===== src/rtl/mem_write_sequencer_pkg.sv =====
// Shared constants for the block-memory write sequencer: button indices and the
// default debounce interval.
package mem_write_sequencer_pkg;

  localparam int unsigned BTN_WR   = 0;
  localparam int unsigned BTN_STEP = 1;
  localparam int unsigned BTN_HOME = 2;
  localparam int unsigned BTN_CLR  = 3;
  localparam int unsigned BTN_NUM  = 5;

  // 10 ms at 100 MHz
  localparam int unsigned DEBOUNCE_CYC_DEFAULT = 1_000_000;

  // Counter width able to hold values 0..max_val
  function automatic int unsigned cnt_width(input int unsigned max_val);
    return (max_val < 2) ? 1 : $clog2(max_val + 1);
  endfunction

endpackage


===== src/rtl/btn_debounce.sv =====
// Single-button conditioner: 2-flop synchronizer, stability counter and a
// one-cycle pulse on each accepted press.
module btn_debounce
  import mem_write_sequencer_pkg::*;
#(
  parameter int unsigned DEBOUNCE_CYC = DEBOUNCE_CYC_DEFAULT
) (
  input  logic clk_i,
  input  logic rst_i,
  input  logic btn_i,
  output logic level_o,
  output logic pulse_o
);

  localparam int unsigned CntW = cnt_width(DEBOUNCE_CYC);
  localparam logic [CntW-1:0] LastCnt = CntW'(DEBOUNCE_CYC - 1);

  logic [1:0]      sync_q;
  logic            level_q;
  logic            pulse_q;
  logic [CntW-1:0] cnt_q;

  // cnt_q counts consecutive synchronized samples that disagree with level_q;
  // the level flips on the DEBOUNCE_CYC-th such sample.
  always_ff @(posedge clk_i) begin
    if (rst_i) begin
      sync_q  <= 2'b00;
      level_q <= 1'b0;
      pulse_q <= 1'b0;
      cnt_q   <= '0;
    end else begin
      sync_q  <= {sync_q[0], btn_i};
      pulse_q <= 1'b0;
      if (sync_q[1] == level_q) begin
        cnt_q <= '0;
      end else if (cnt_q == LastCnt) begin
        cnt_q   <= '0;
        level_q <= sync_q[1];
        pulse_q <= sync_q[1];
      end else begin
        cnt_q <= cnt_q + 1'b1;
      end
    end
  end

  assign level_o = level_q;
  assign pulse_o = pulse_q;

endmodule


===== src/rtl/mem_write_sequencer.sv =====
// Turns debounced button presses into single port-A writes of SW at successive
// addresses and steps a port-B read pointer over the stored words.
module mem_write_sequencer
  import mem_write_sequencer_pkg::*;
#(
  parameter int unsigned DATA_W       = 16,
  parameter int unsigned ADDR_W       = 10,
  parameter int unsigned DEPTH        = 1024,
  parameter int unsigned DEBOUNCE_CYC = DEBOUNCE_CYC_DEFAULT
) (
  input  logic              CLK,
  input  logic              RST,
  input  logic [DATA_W-1:0] SW,
  input  logic [4:0]        BTN,
  output logic              ena,
  output logic              wea,
  output logic [ADDR_W-1:0] addra,
  output logic [DATA_W-1:0] dina,
  output logic              enb,
  output logic [ADDR_W-1:0] addrb,
  output logic [ADDR_W:0]   count,
  output logic              full
);

  localparam logic [ADDR_W:0] DepthCnt = (ADDR_W + 1)'(DEPTH);

  logic [3:0] btn_pulse;
  logic [3:0] btn_level;
  logic       unused_btn;

  assign unused_btn = BTN[4] ^ (^btn_level);

  for (genvar i = 0; i < 4; i++) begin : g_btn
    btn_debounce #(
      .DEBOUNCE_CYC(DEBOUNCE_CYC)
    ) u_btn_debounce (
      .clk_i  (CLK),
      .rst_i  (RST),
      .btn_i  (BTN[i]),
      .level_o(btn_level[i]),
      .pulse_o(btn_pulse[i])
    );
  end

  logic wr_pulse, step_pulse, home_pulse, clr_pulse;
  assign wr_pulse   = btn_pulse[BTN_WR];
  assign step_pulse = btn_pulse[BTN_STEP];
  assign home_pulse = btn_pulse[BTN_HOME];
  assign clr_pulse  = btn_pulse[BTN_CLR];

  logic              ena_q, wea_q, enb_q, full_q;
  logic [ADDR_W-1:0] addra_q, addrb_q;
  logic [DATA_W-1:0] dina_q;
  logic [ADDR_W:0]   count_q;

  logic            wr_ok;
  logic [ADDR_W:0] addrb_inc;
  logic [ADDR_W:0] count_inc;

  assign wr_ok     = wr_pulse & ~clr_pulse & ~full_q;
  assign addrb_inc = {1'b0, addrb_q} + 1'b1;
  assign count_inc = count_q + 1'b1;

  always_ff @(posedge CLK) begin
    if (RST) begin
      ena_q   <= 1'b0;
      wea_q   <= 1'b0;
      enb_q   <= 1'b0;
      full_q  <= 1'b0;
      addra_q <= '0;
      addrb_q <= '0;
      dina_q  <= '0;
      count_q <= '0;
    end else begin
      enb_q <= 1'b1;
      ena_q <= wr_ok;
      wea_q <= wr_ok;
      if (wr_ok) begin
        dina_q  <= SW;
        addra_q <= count_q[ADDR_W-1:0];
      end

      if (clr_pulse) begin
        count_q <= '0;
        full_q  <= 1'b0;
        addrb_q <= '0;
      end else begin
        if (wr_ok) begin
          count_q <= count_inc;
          full_q  <= (count_inc == DepthCnt);
        end
        // Step wrap compares against the count before this cycle's write lands.
        if (home_pulse) begin
          addrb_q <= '0;
        end else if (step_pulse) begin
          if (count_q == '0 || addrb_inc == count_q) begin
            addrb_q <= '0;
          end else begin
            addrb_q <= addrb_inc[ADDR_W-1:0];
          end
        end
      end
    end
  end

  assign ena   = ena_q;
  assign wea   = wea_q;
  assign enb   = enb_q;
  assign full  = full_q;
  assign addra = addra_q;
  assign addrb = addrb_q;
  assign dina  = dina_q;
  assign count = count_q;

endmodule

===== config.mk =====
export PLATFORM = sky130hd
export DESIGN_NAME = mem_write_sequencer
export DESIGN_NICKNAME = d
export VERILOG_FILES = /design/src/rtl/mem_write_sequencer_pkg.sv /design/src/rtl/btn_debounce.sv /design/src/rtl/mem_write_sequencer.sv
export SDC_FILE = /design/constraint.sdc
export NUM_CORES = 1
export LEC_CHECK = 0
export ABC_AREA = 1
export BUFFER_PORTS_ARGS = -buffer_cell sky130_fd_sc_hd__buf_2
export CAP_MARGIN = 15
export CORE_MARGIN = 3
export CORE_UTILIZATION = 50
export DETAILED_ROUTE_END_ITERATION = 12
export GPL_TIMING_DRIVEN = 0
export PLACE_DENSITY = 0.81
export SYNTH_ARGS = -nofsm -noshare
export SYNTH_HDL_FRONTEND = slang
export SYNTH_SLANG_ARGS = --single-unit

===== constraint.sdc =====
create_clock -name CLK -period 2.8 [get_ports CLK]
set_input_delay 0.28 -clock CLK [delete_from_list [all_inputs] [get_ports CLK]]
set_output_delay 0.28 -clock CLK [all_outputs]
set_load 0.01 [all_outputs]

---- After elaboration in Yosys (flattened, before gate mapping) ----
Cells that the tools add are included.
word-level totals
  bits in registers ....................... 146
  latch bits .............................. 0
  RAM bits ................................ 0
  bits in read-only memories .............. 0
  input bits .............................. 23
  memories kept ........................... 0
operators by class
  add/subtract/negate cells ............... 6
  $mul .................................... 0
  divide/modulo/power cells ............... 0
  order comparisons ....................... 0
  equality and inequality tests ........... 10
  shifts and indexed selects .............. 0
  multiplexer cells ....................... 2
  bitwise logic cells ..................... 12
  reduce and logical (&&, ||, !) cells .... 16
operator list
  cell                                           count
  adder 20 x 1 -> 20 bit, second input constant  4
  equality test 20 bit, second input constant    4
  OR reduction 3 bit                             9
  adder 10 x 1 -> 11 bit, second input constant  1
  adder 11 x 1 -> 11 bit, second input constant  1
  equality test 11 bit                           1
  equality test 11 bit, second input constant    1
  logical NOT 11 bit                             1
  two-way mux 10 bit                             1
  inverter 1 bit                                 10
  AND reduction 2 bit                            4
  equality test 1 bit                            4
  AND 1 bit                                      2
  OR reduction 2 bit                             1
  logical OR 1 bit                               1
  two-way mux 1 bit                              1

---- Longest topological paths before layout ----
Gate-level depths: netlist (run 1).
  depth after elaboration ................. 4
  depth in mapped cells ................... 12
  depth with buffers taken out ............ 12

---- Cells and area by module ----
From an unflattened synthesis (run 1), not the netlist that was laid out.
second synthesis, totals
  cell total of the unflattened synthesis .. 1030
  area total of the unflattened synthesis .. 7388.3 um2
by module, submodules not included
  module               times used  cells an instance  area an instance (um2)  sequential area each (um2)
  btn_debounce         4           168                1218.7                  480.5
  mem_write_sequencer  1           358                2513.7                  1001.0

---- Worst setup path before layout (run 1) ----
No wires, ideal clock.
  path type ............................... register -> register
  start ................................... register addrb_q[0] (netlist: addrb[0])
  end ..................................... register addrb_q[8] (netlist: addrb[8])
  arrival time ............................ 1702 ps
  required time ........................... 2679 ps
  setup slack ............................. 978 ps
  stages on the path, launching flop included .. 11
  period minus slack after synthesis ...... 1822 ps
  cells stage by stage .................... dfxtp_1 > ha_1 > nand2_1 > nor2_1 > nand3_1 > nand3_1 > nand2_1 > nor2_1 > nand4_2 > nand3_1 > a21oi_1
between the ends
  longest elaborated chain between the ends .. 4
ends and longest elaborated chain
  element                     RTL line                   text
  from (decl)                 mem_write_sequencer.sv:52  logic [ADDR_W-1:0] addra_q, addrb_q;
  from (signal assigned)      mem_write_sequencer.sv:99  addrb_q <= addrb_inc[ADDR_W-1:0];
  adder 10 x 1 -> 11 bit (*)  mem_write_sequencer.sv:61  assign addrb_inc = {1'b0, addrb_q} + 1'b1;
  equality test 11 bit        mem_write_sequencer.sv:96  if (count_q == '0 || addrb_inc == count_q) begin
  logical OR 1 bit            mem_write_sequencer.sv:96
  two-way mux 10 bit (*)      mem_write_sequencer.sv:96
Mark *: on every way between the ends. The rest lies on a longest branch, timed or not.
A chain may end at the register's enable or synchronous reset.

---- Final worst setup path (run 1) ----
  start ................................... register addrb_q[0] (netlist: addrb[0])
  end ..................................... register addrb_q[7] (netlist: addrb[7])
The elaborated chain is that of the path after synthesis.

==> results_dict.tcl, run 1 <==
set metrics [dict create \
    grt_pass1_vias 5389 \
    cp-start-kind "flip-flop" \
    drc 0 \
    reg2reg_from "addrb[0]$_SDFFE_PP0P_" \
    syn_nets 930 \
    grt_use_met3_pct 5.55 \
    power_frac_comb_pct 1.4 \
    syn_area_mm2 0.00662 \
    clock-sinks 146 \
    grt_usage_pct 19.9 \
    pre_cts_slack_ns 0.677 \
    yosysSeqAreaShare_pct 44.1 \
    holdPathEnd "g_btn[2].u_btn_debounce.sync_q[0]$_SDFF_PP0_" \
    synth_seq_cells 146 \
    path_clk_slew_ns 0.06 \
    vias_per_cell 5.11 \
    synth_edf_count 0 \
    ant_nets 0 \
    use_met1_pct 25.3 \
    yosys.area.top_type "dfxtp_1" \
    regArea_mm2 0.00292 \
    cts_buffer_depth 2 \
    multi_input_area_mm2 0.00318 \
    boundaryPins 74 \
    synth_area_leaders "dfxtp_1 44%, nand2_1 10%, nor2_1 6.5%, inv_1 6.2%, a21oi_1 5.4%" \
    cts_tree "yes" \
    numCtsBuffers 17 \
    finalNetCount 1020 \
    synthCells 900 \
    nFillCells 1110 \
    yosys.area_share.simple_pct 32.6 \
    met2_usage_pct 33.0 \
    outcome "finished clean" \
    vdd_drop_max_mv 0.414 \
    num_vias 6003 \
    antenna_found_initial 0 \
    finalCritPeriodShare_pct 76.3 \
    synth.distinct_cells 39 \
    area_growth_pct 17.9 \
    synthXorXnorAreaFrac_pct 5.95 \
    setup_ws_ns 0.665 \
    portBuffers 71 \
    hold_viol_final 0 \
    async_flop_share_pct 0 \
    crit_path_max_fanout 10 \
    crit_type "flip-flop to flip-flop" \
    clock_latency_ns 0.42 \
    clock.fmax_mhz 468 \
    gr-total-overflow 0 \
    critPathCaptureType "flip-flop" \
    drtIter0Drc 428 \
    clock-root-buffer "clkbuf_16" \
    dr.pass1.iters 5 \
    ys_warn_count 0 \
    tns_ns 0 \
    pwr-share-seq_pct 46.9 \
    post_drt_wl_per_cell_um 12.2 \
    dieWidth_um 121 \
    initial_utilization_pct 51.8 \
    place_hpwl_mm 10.4 \
    setup_viol 0 \
    p_sw_share_pct 19.5 \
    avgSynthCellArea_um2 7.36 \
    maxCapViolations 0 \
    hold_buffers 0 \
    grt_max_degree 17 \
    relSlewSlack_pct 64.7 \
    die_h_um 121 \
    r2r_cells 10 \
    fp.dieArea_mm2 0.0147 \
    synth_fa_ha_area_share_pct 1.32 \
    antenna_cells_inserted 0 \
    internal_power_w 0.00359 \
    r2r_end "addrb[7]$_SDFFE_PP0P_" \
    routed_wl_mm 14.4 \
    place_congestion 0.924 \
    rsz0062_at_grt "no" \
    drv_slew 0 \
    switchingPower_w 0.000871 \
    cts_resized 0 \
    whs_path_depth 3 \
    drive_above_1_share_pct 14.4 \
    powerDensity_mw_per_mm2 572 \
    worstPathArrival_ns 2.43 \
    synth_compound_area_share_pct 8.16 \
    fin_crit_ns 2.14 \
    clockPowerShare_pct 51.7 \
    cp_data_required_time_ns 3.10 \
    synth_top_family_by_area "simple AND/OR/NAND/NOR gates" \
    final.setup_skew_ns 0.00793 \
    ys.flop_type "dfxtp_1" \
    hp-class "input port to flip-flop" \
    r2r_slack_ns 0.66 \
    worst_pin_slew_ns 0.524 \
    core_area_mm2 0.0128 \
    synthMuxAreaShare_pct 0 \
    top_usage_layer "met2" \
    rows 41 \
    cts_setup_buffers 0 \
    grt_pass1_wl_mm 23.9 \
    power.leakage_nw 3.02 \
    htreeDepth 4 \
    synth.top_cell.area_share_pct 44.1 \
    min_from "BTN[2]" \
]
-- cells in the mapped netlist, types with 9 or more instances --
library cell / instances
nand4_1: 20
dfxtp_1: 146
xnor2_1: 10
buf_2: 9
a21oi_1: 72
nand2_1: 178
nor4_1: 13
clkbuf_1: 12
inv_1: 109
nor2_1: 114
xor2_1: 35
nor3_1: 24
o21ai_0: 18
nand3_1: 70
-- cell usage in the layout (no fill, tap or decap), types with 13 or more instances in the layout --
cell type	Yosys	final
nand3_1	70	70
inv_1	109	109
buf_2	9	80
o21ai_0	18	18
nor2_1	114	114
nand2_1	178	178
clkbuf_16	0	17
dfxtp_1	146	146
xor2_1	35	35
nor4_1	13	13
nor3_1	24	24
nand4_1	20	20
a21oi_1	72	72
-- worst max path at each step --
stage                          start                     to  slack, ns  cells past startpoint
2_1_floorplan  addrb[0]$_SDFFE_PP0P_  addrb[8]$_SDFFE_PP0P_       0.98                     10
3_3_place_gp   addrb[0]$_SDFFE_PP0P_  addrb[8]$_SDFFE_PP0P_       0.72                     10
3_5_place_dp   addrb[0]$_SDFFE_PP0P_  addrb[6]$_SDFFE_PP0P_       0.68                     10
4_1_cts        addrb[0]$_SDFFE_PP0P_  addrb[6]$_SDFFE_PP0P_       0.66                     10
5_1_grt        addrb[0]$_SDFFE_PP0P_  addrb[6]$_SDFFE_PP0P_       0.43                     10
6_report       addrb[0]$_SDFFE_PP0P_  addrb[7]$_SDFFE_PP0P_       0.66                     10
-- flip-flops by register name, indices dropped and copies added (netlist names), 4 cells and up --
| name | flops |
|---|---|
| g_btn.u_btn_debounce.cnt_q | 80 |
| dina | 16 |
| count | 11 |
| addra | 10 |
| addrb | 10 |
| g_btn.u_btn_debounce.sync_q | 8 |
| g_btn.u_btn_debounce.level_o | 4 |
| g_btn.u_btn_debounce.pulse_o | 4 |
-- per-stage QoR --
stage | cell area [um2] | std cells | total power, W | utilization [%] | hold slack [ns]
2_1_floorplan | 6620 | 900 | 0.00217 | - | 0.387
3_3_place_gp | 7190 | 1143 | 0.00220 | 56.3 | 0.389
3_5_place_dp | 7190 | 1143 | 0.00220 | 56.3 | 0.397
4_1_cts | 7800 | 1174 | 0.00450 | 61.1 | 0.0815
5_1_grt | 7800 | 1174 | 0.00460 | 61.1 | 0.0891
6_report | 7800 | 1174 | 0.00446 | 61.1 | 0.0983
-- layer usage --
metal  vias to the layer above  wire length (um)
met1                      2752              6440
met3                        16               807
met5                         -                 0
met2                       145              6950
li1                       3090                 -
met4                         0               156
-- final cells by class --
cell class,count,share of cell area [%]
clock buffers,21,6.16
multi-input cells,620,40.7
clock inverters,10,1.68
well taps,172,2.76
flip-flops and latches,146,37.5
plain buffers,23,1.31
repair buffers,71,4.55
inverters,111,5.34
-- critical path, stage by stage, from the launching register on --
cell     delay (ns)
dfxtp_1        0.44
ha_1           0.26
nand2_1        0.16
nor2_1         0.22
nand3_1        0.13
nand3_1        0.10
nand2_1        0.05
nor2_1         0.13
nand4_2        0.29
nand3_1        0.16
a21oi_1        0.08
-- power groups by stage --
| stage | Sequential [W] | Combinational (W) | Clock, W |
|---|---|---|---|
| final | 0.00209 | 0.0000620 | 0.00231 |
| after CTS | 0.00209 | 0.0000619 | 0.00234 |
| after global routing | 0.00209 | 0.0000682 | 0.00244 |
| after detailed placement | 0.00214 | 0.0000613 | 0 |
| after floorplan | 0.00213 | 0.0000318 | 0 |
| after global placement | 0.00214 | 0.0000604 | 0 |
-- logic make-up after synthesis --
group	count (synthesis)
xor+xnor	45
simple gates	466
compound gates	102
flops	146
fa+ha+maj	7
buf+inv	134
Power figures use the tool's default switching activity.
==> run 2, diff against run 1 <==
--- a/config.mk
+++ b/config.mk
@@ -5,14 +5,14 @@
 export SDC_FILE = /design/constraint.sdc
 export NUM_CORES = 1
 export LEC_CHECK = 0
-export ABC_AREA = 1
+export ABC_AREA = 0
 export BUFFER_PORTS_ARGS = -buffer_cell sky130_fd_sc_hd__buf_2
 export CAP_MARGIN = 15
 export CORE_MARGIN = 3
 export CORE_UTILIZATION = 50
 export DETAILED_ROUTE_END_ITERATION = 12
 export GPL_TIMING_DRIVEN = 0
-export PLACE_DENSITY = 0.81
+export PLACE_DENSITY = 0.84
 export SYNTH_ARGS = -nofsm -noshare
 export SYNTH_HDL_FRONTEND = slang
 export SYNTH_SLANG_ARGS = --single-unit
==> constraint.sdc (replaced) <==
create_clock -name CLK -period 1.8 [get_ports CLK]
set_input_delay 0.18 -clock CLK [delete_from_list [all_inputs] [get_ports CLK]]
set_output_delay 0.18 -clock CLK [all_outputs]
set_load 0.01 [all_outputs]
==> run 2 against run 1 <==
Compared with the run above:
- the flow now finishes with violations (setup timing)
- sequential power up 55%
- register-to-register slack worse by 1.0 ns
- sequential cell count is the same
- cell count decreased by 8.9%
- die area shrank 3.5%
- largest cell class unchanged
==> results_dict.tcl, run 2 <==
set metrics [dict create \
    fin_crit_ns 2.19 \
    synthCells 751 \
    drc 0 \
    synth_area_leaders "dfxtp_1 46%, nor2_1 6.8%, xnor2_1 6.7%, xor2_1 6.5%, nand2_1 5.8%" \
    path_clk_slew_ns 0.06 \
    rows 40 \
    yosys.cell_count.top_type "dfxtp_1" \
    clockPowerShare_pct 50.0 \
    core_area_mm2 0.0123 \
    synth_seq_cells 146 \
    synth.top_cell.area_share_pct 45.8 \
    ys_warn_count 0 \
    grt_usage_pct 22.1 \
    synthTopCellsByCount "146 x dfxtp_1, 115 x nor2_1, 98 x nand2_1" \
    maxCapViolations 0 \
    drtIter0Drc 587 \
    largest_reg_flops 80 \
    violations "setup timing" \
    switchingPower_w 0.00143 \
    synth_edf_count 0 \
    yosysSeqAreaShare_pct 45.8 \
    regMostFlops "g_btn.u_btn_debounce.cnt_q" \
    hold_viol_final 0 \
    critPathCaptureType "flip-flop" \
    grt_pass1_wl_mm 25.7 \
    p_sw_share_pct 21.2 \
    boundaryPins 74 \
    drv_slew 0 \
    ant_nets 0 \
    antenna_cells_inserted 0 \
    outcome "finished with violations" \
    setup_viol 11 \
    htreeDepth 4 \
    cp-start-kind "flip-flop" \
    grt_pass1_vias 5430 \
    dieWidth_um 119 \
    yosys.area.top_type "dfxtp_1" \
    synth.distinct_cells 52 \
    fp.dieArea_mm2 0.0141 \
    clock-sinks 146 \
    initial_utilization_pct 52.0 \
    finalCritPeriodShare_pct 121 \
    power_frac_comb_pct 2.0 \
    dr.pass1.iters 5 \
    final_common_cell "dfxtp_1" \
    power_w 0.00674 \
    vdd_drop_max_mv 0.717 \
    clock_latency_ns 0.43 \
    num_vias 5950 \
    crit_type "flip-flop to flip-flop" \
    place_congestion 0.868 \
    powerDensity_mw_per_mm2 792 \
    place_hpwl_mm 9.22 \
    clock.fmax_mhz 458 \
    pwr-share-seq_pct 48.0 \
    antenna_found_initial 0 \
    vias_per_cell 5.57 \
    dpl-instance-area_mm2 0.00702 \
    final_core_util_pct 69.4 \
    power.leakage_nw 3.09 \
    final_area_mm2 0.00851 \
    worstPathArrival_ns 2.49 \
    ys.flop_type "dfxtp_1" \
    relSlewSlack_pct 61.9 \
    internal_power_w 0.00531 \
    cts_tree "yes" \
    portBuffers 72 \
    setup_ws_ns -0.385 \
    async_flop_share_pct 0 \
    cp_data_required_time_ns 2.11 \
    final.setup_skew_ns 0.0112 \
    area_growth_pct 33.5 \
    drive_above_1_share_pct 30.5 \
    numCtsBuffers 17 \
    post_drt_wl_per_cell_um 16.4 \
    avgSynthCellArea_um2 8.49 \
    clock-root-buffer "clkbuf_16" \
    rsz0062_at_grt "yes" \
    grt_max_degree 17 \
    die_h_um 119 \
    routed_wl_mm 17.6 \
    finalNetCount 919 \
    syn_nets 781 \
    syn_area_mm2 0.00638 \
    cts_buffer_depth 2 \
    crit_path_max_fanout 6 \
    hp-class "input port to flip-flop" \
    worst_pin_slew_ns 0.572 \
    final_cell_mix "119 x dfxtp_1, 95 x nor2_1, 94 x nand2_1" \
    gr-total-overflow 0 \
]
## run 2: critical path, stage by stage, from the launching register on
cell and delay, ns:
dfxtp_4 0.40, nand4_4 0.11, or4_4 0.54, a22oi_2 0.17, nand4_1 0.17, o31ai_4 0.34, nor3_2 0.08, mux2_2 0.27
## run 2: power by group through the flow
stage	Clock [W]	Combinational [W]	Sequential [W]
final	0.00337	0.000135	0.00324
after global routing	0.00355	0.000144	0.00324
after CTS	0.00337	0.000118	0.00325
after detailed placement	0	0.0000912	0.00332
after global placement	0	0.0000901	0.00332
after floorplan	0	0.0000481	0.00332
## run 2: cell families after synthesis
kind of cell	count (synthesis)	share of synthesized area [%]
muxes	5	0.805
and+or+nand+nor	372	28.0
buffers and inverters	55	4.04
DFF	146	45.8
adders and majority gates	7	1.37
xor gates and xnor gates	96	13.2
AOI/OAI and AO/OA	70	6.73
## run 2: timing repair
action,4_1_cts,5_1_grt
pin swaps,11,35
buffers inserted,29,15
setup endpoints to repair,83,99
endpoints found under the hold margin,13,0
hold buffers,13,0
gates resized for setup,61,97
gates cloned,0,1
## run 2: cell type report
class | instances | area (um2)
Buffer | 27 | 171
Clock buffer | 21 | 440
Clock inverter | 10 | 110
Fill cell | 814 | 3750
Inverter | 17 | 63.8
Multi-Input combinational cell | 550 | 3690
Sequential cell | 146 | 2980
Tap cell | 168 | 210
Timing Repair Buffer | 130 | 851
## run 2: through the flow
| stage | instances | TNS, ns | hold WS, ns | setup slack (ns) |
|---|---|---|---|---|
| after floorplan | 751 | -3.24 | 0.308 | -0.447 |
| after global placement | 991 | -20.74 | 0.417 | -0.726 |
| after detailed placement | 991 | -21.20 | 0.422 | -0.738 |
| after CTS | 1063 | -3.31 | 0.000611 | -0.361 |
| after global routing | 1069 | -6.46 | 0.00967 | -0.474 |
| final | 1069 | -3.60 | 0.00708 | -0.385 |
## run 2: routing by layer
metal	track usage [%]	part of all wire (%)	vias up
met5	0	0	-
met2	36.9	51	259
met3	5.60	5.7	69
li1	-	-	2799
met1	26.6	39	2823
met4	10.6	4.5	0
## run 2: path summary, 6_finish.rpt
| check | startpoint | end | slack [ns] | depth (start not counted) |
|---|---|---|---|---|
| setup / recovery | addrb[1]$_SDFFE_PP0P_ | addrb[0]$_SDFFE_PP0P_ | -0.39 | 7 |
| hold / removal | SW[10] | dina[10]$_SDFFE_PP0P_ | 0.007 | 3 |
| setup reg to reg | addrb[1]$_SDFFE_PP0P_ | addrb[0]$_SDFFE_PP0P_ | -0.39 | 7 |
| hold reg to reg | g_btn[0].u_btn_debounce.cnt_q[0]$_SDFF_PP0_ | g_btn[0].u_btn_debounce.cnt_q[0]$_SDFF_PP0_ | 0.45 | 1 |
==> run 3, diff against run 2 <==
--- a/config.mk
+++ b/config.mk
@@ -8,6 +8,7 @@
 export ABC_AREA = 0
 export BUFFER_PORTS_ARGS = -buffer_cell sky130_fd_sc_hd__buf_2
 export CAP_MARGIN = 15
+export CORE_ASPECT_RATIO = 1.25
 export CORE_MARGIN = 3
 export CORE_UTILIZATION = 50
 export DETAILED_ROUTE_END_ITERATION = 12
==> run 3 against run 2 <==
Compared with the run above:
- the flow still finishes with violations (setup timing)
- combinational power about the same
- first-iteration DRC count decreased by 25%
- clock-buffer cell count increased by 5
- sequential power about the same
- critical path type unchanged
- largest cell class unchanged
==> results_dict.tcl, run 3 (synthesized netlist as in run 2, its figures left out) <==
set metrics [dict create \
    clock.fmax_mhz 452 \
    num_vias 6068 \
    numCtsBuffers 17 \
    crit_type "flip-flop to flip-flop" \
    finalCritPeriodShare_pct 123 \
    initial_utilization_pct 51.7 \
    clock-sinks 146 \
    setup_viol 11 \
    vdd_drop_max_mv 0.692 \
    drv_slew 0 \
    cp_slowest_stage_delay_ns 0.53 \
    grt_pass1_wl_mm 26.8 \
    path_cells "nand4_4 -> or4_4 -> a22oi_2 -> nand4_1 -> o31ai_4 -> nor3_2 -> mux2_4" \
    final_cell_mix "118 x dfxtp_1, 110 x nor2_1, 94 x nand2_1" \
    cp_data_required_time_ns 2.11 \
    pre_cts_slack_ns -0.718 \
    fin_crit_ns 2.21 \
    boundaryPins 74 \
    antenna_found_initial 0 \
    r2r_slack_ns -0.41 \
    portBuffers 72 \
    cp_top_family "simple AND/OR/NAND/NOR gates" \
    cp_slowest_cell "or4_4" \
    largest_reg_flops 80 \
    cts_buffer_depth 2 \
    r2r_end "addrb[0]$_SDFFE_PP0P_" \
    met2_usage_pct 40.5 \
    drtIter0Drc 443 \
    reg2reg_from "addrb[0]$_SDFFE_PP0P_" \
    dieWidth_um 107 \
    grt_max_degree 17 \
    post_drt_wl_per_cell_um 17.6 \
    final.setup_skew_ns 0.0139 \
    die_h_um 132 \
    tns_ns -3.61 \
    outcome "finished with violations" \
    grt_pass1_vias 5845 \
    cp-start-kind "flip-flop" \
    r2r_cells 7 \
    holdPathEnd "dina[15]$_SDFFE_PP0P_" \
    htreeDepth 4 \
    crit_path_max_fanout 6 \
    hold_viol_final 0 \
    whs_path_depth 3 \
    maxCapViolations 0 \
    min_from "SW[15]" \
    antenna_cells_inserted 0 \
    hp-class "input port to flip-flop" \
    routed_wl_mm 18.8 \
    place_hpwl_mm 9.49 \
    cts_tree "yes" \
    core_area_mm2 0.0123 \
    gr-total-overflow 0 \
    power_w 0.00725 \
    use_met1_pct 26.2 \
    critPathCaptureType "flip-flop" \
    path_clk_slew_ns 0.06 \
    final_common_cell "dfxtp_1" \
    clock-root-buffer "clkbuf_16" \
    drive_above_1_share_pct 29.4 \
    drc 0 \
    worstPathArrival_ns 2.52 \
    grt_use_met3_pct 5.05 \
    fp.dieArea_mm2 0.0142 \
    final_core_util_pct 69.3 \
    relSlewSlack_pct 61.9 \
    area_growth_pct 34.1 \
    clock_latency_ns 0.43 \
    finalNetCount 919 \
    worst_pin_slew_ns 0.571 \
    grt_usage_pct 23.3 \
    regMostFlops "g_btn.u_btn_debounce.cnt_q" \
    setup_ws_ns -0.411 \
    top_usage_layer "met2" \
    power.leakage_nw 3.17 \
    ant_nets 0 \
    place_congestion 0.890 \
    nFillCells 785 \
    rows 45 \
    vias_per_cell 5.69 \
    violations "setup timing" \
    rsz0062_at_grt "yes" \
    path_buf_inv 0 \
    dr.pass1.iters 5 \
    powerDensity_mw_per_mm2 848 \
]
-- run 3: worst max path at each step --
stage                                startpoint               endpoint  depth (start not counted)  slack, ns
after floorplan           addrb[3]$_SDFFE_PP0P_  addrb[0]$_SDFFE_PP0P_                          8      -0.45
after global placement    addrb[0]$_SDFFE_PP0P_  addrb[0]$_SDFFE_PP0P_                          9      -0.71
after detailed placement  addrb[0]$_SDFFE_PP0P_  addrb[0]$_SDFFE_PP0P_                          9      -0.72
after CTS                 addrb[2]$_SDFFE_PP0P_  addrb[0]$_SDFFE_PP0P_                          8      -0.40
after global routing      addrb[0]$_SDFFE_PP0P_  addrb[0]$_SDFFE_PP0P_                          7      -0.47
final                     addrb[0]$_SDFFE_PP0P_  addrb[0]$_SDFFE_PP0P_                          7      -0.41
-- run 3: what timing repair did --
action                                 in CTS  in global routing
buffers inserted                           25                 19
endpoints found under the hold margin      16                  0
hold buffers                               16                  0
pin swaps                                  20                 24
gates resized for setup                    71                 63
setup endpoints to repair                  94                 96
-- run 3: cell type report --
cell class,count,area [um2],area share [%]
timing repair buffer,132,858,10.0
clock inverter,6,114,1.33
inverter,17,63.8,0.746
buffer,25,174,2.03
multi-input combinational,550,3610,42.3
sequential,146,2980,34.9
clock buffer,26,541,6.32
tap,164,205,2.40
-- run 3: metrics by stage --
stage,cell area (um2),hold slack [ns],cells
after floorplan,6450,0.308,751
after global placement,7020,0.394,987
after detailed placement,7020,0.398,987
after CTS,8270,0.00174,1058
after global routing,8550,0.0333,1066
final,8550,0.0195,1066
-- run 3: power breakdown --
part	switching, W	internal, W	leakage (nW)	total (W)
Sequential	0.00000792	0.00323	1.19	0.00324
Clock	0.00139	0.00249	0.314	0.00388
Combinational	0.0000740	0.0000636	1.66	0.000138
Total	0.00147	0.00578	3.17	0.00725
-- run 3: routing by layer --
layer / vias to the layer above / wire length [um]
met3: 93 / 1120
met5: - / 0
met1: 2899 / 6910
li1: 2793 / -
met2: 283 / 9810
met4: 0 / 952
-- run 3: worst min-delay path: stages --
cell     delay, ns
buf_2         0.09
nand2_1       0.06
a21oi_1       0.06
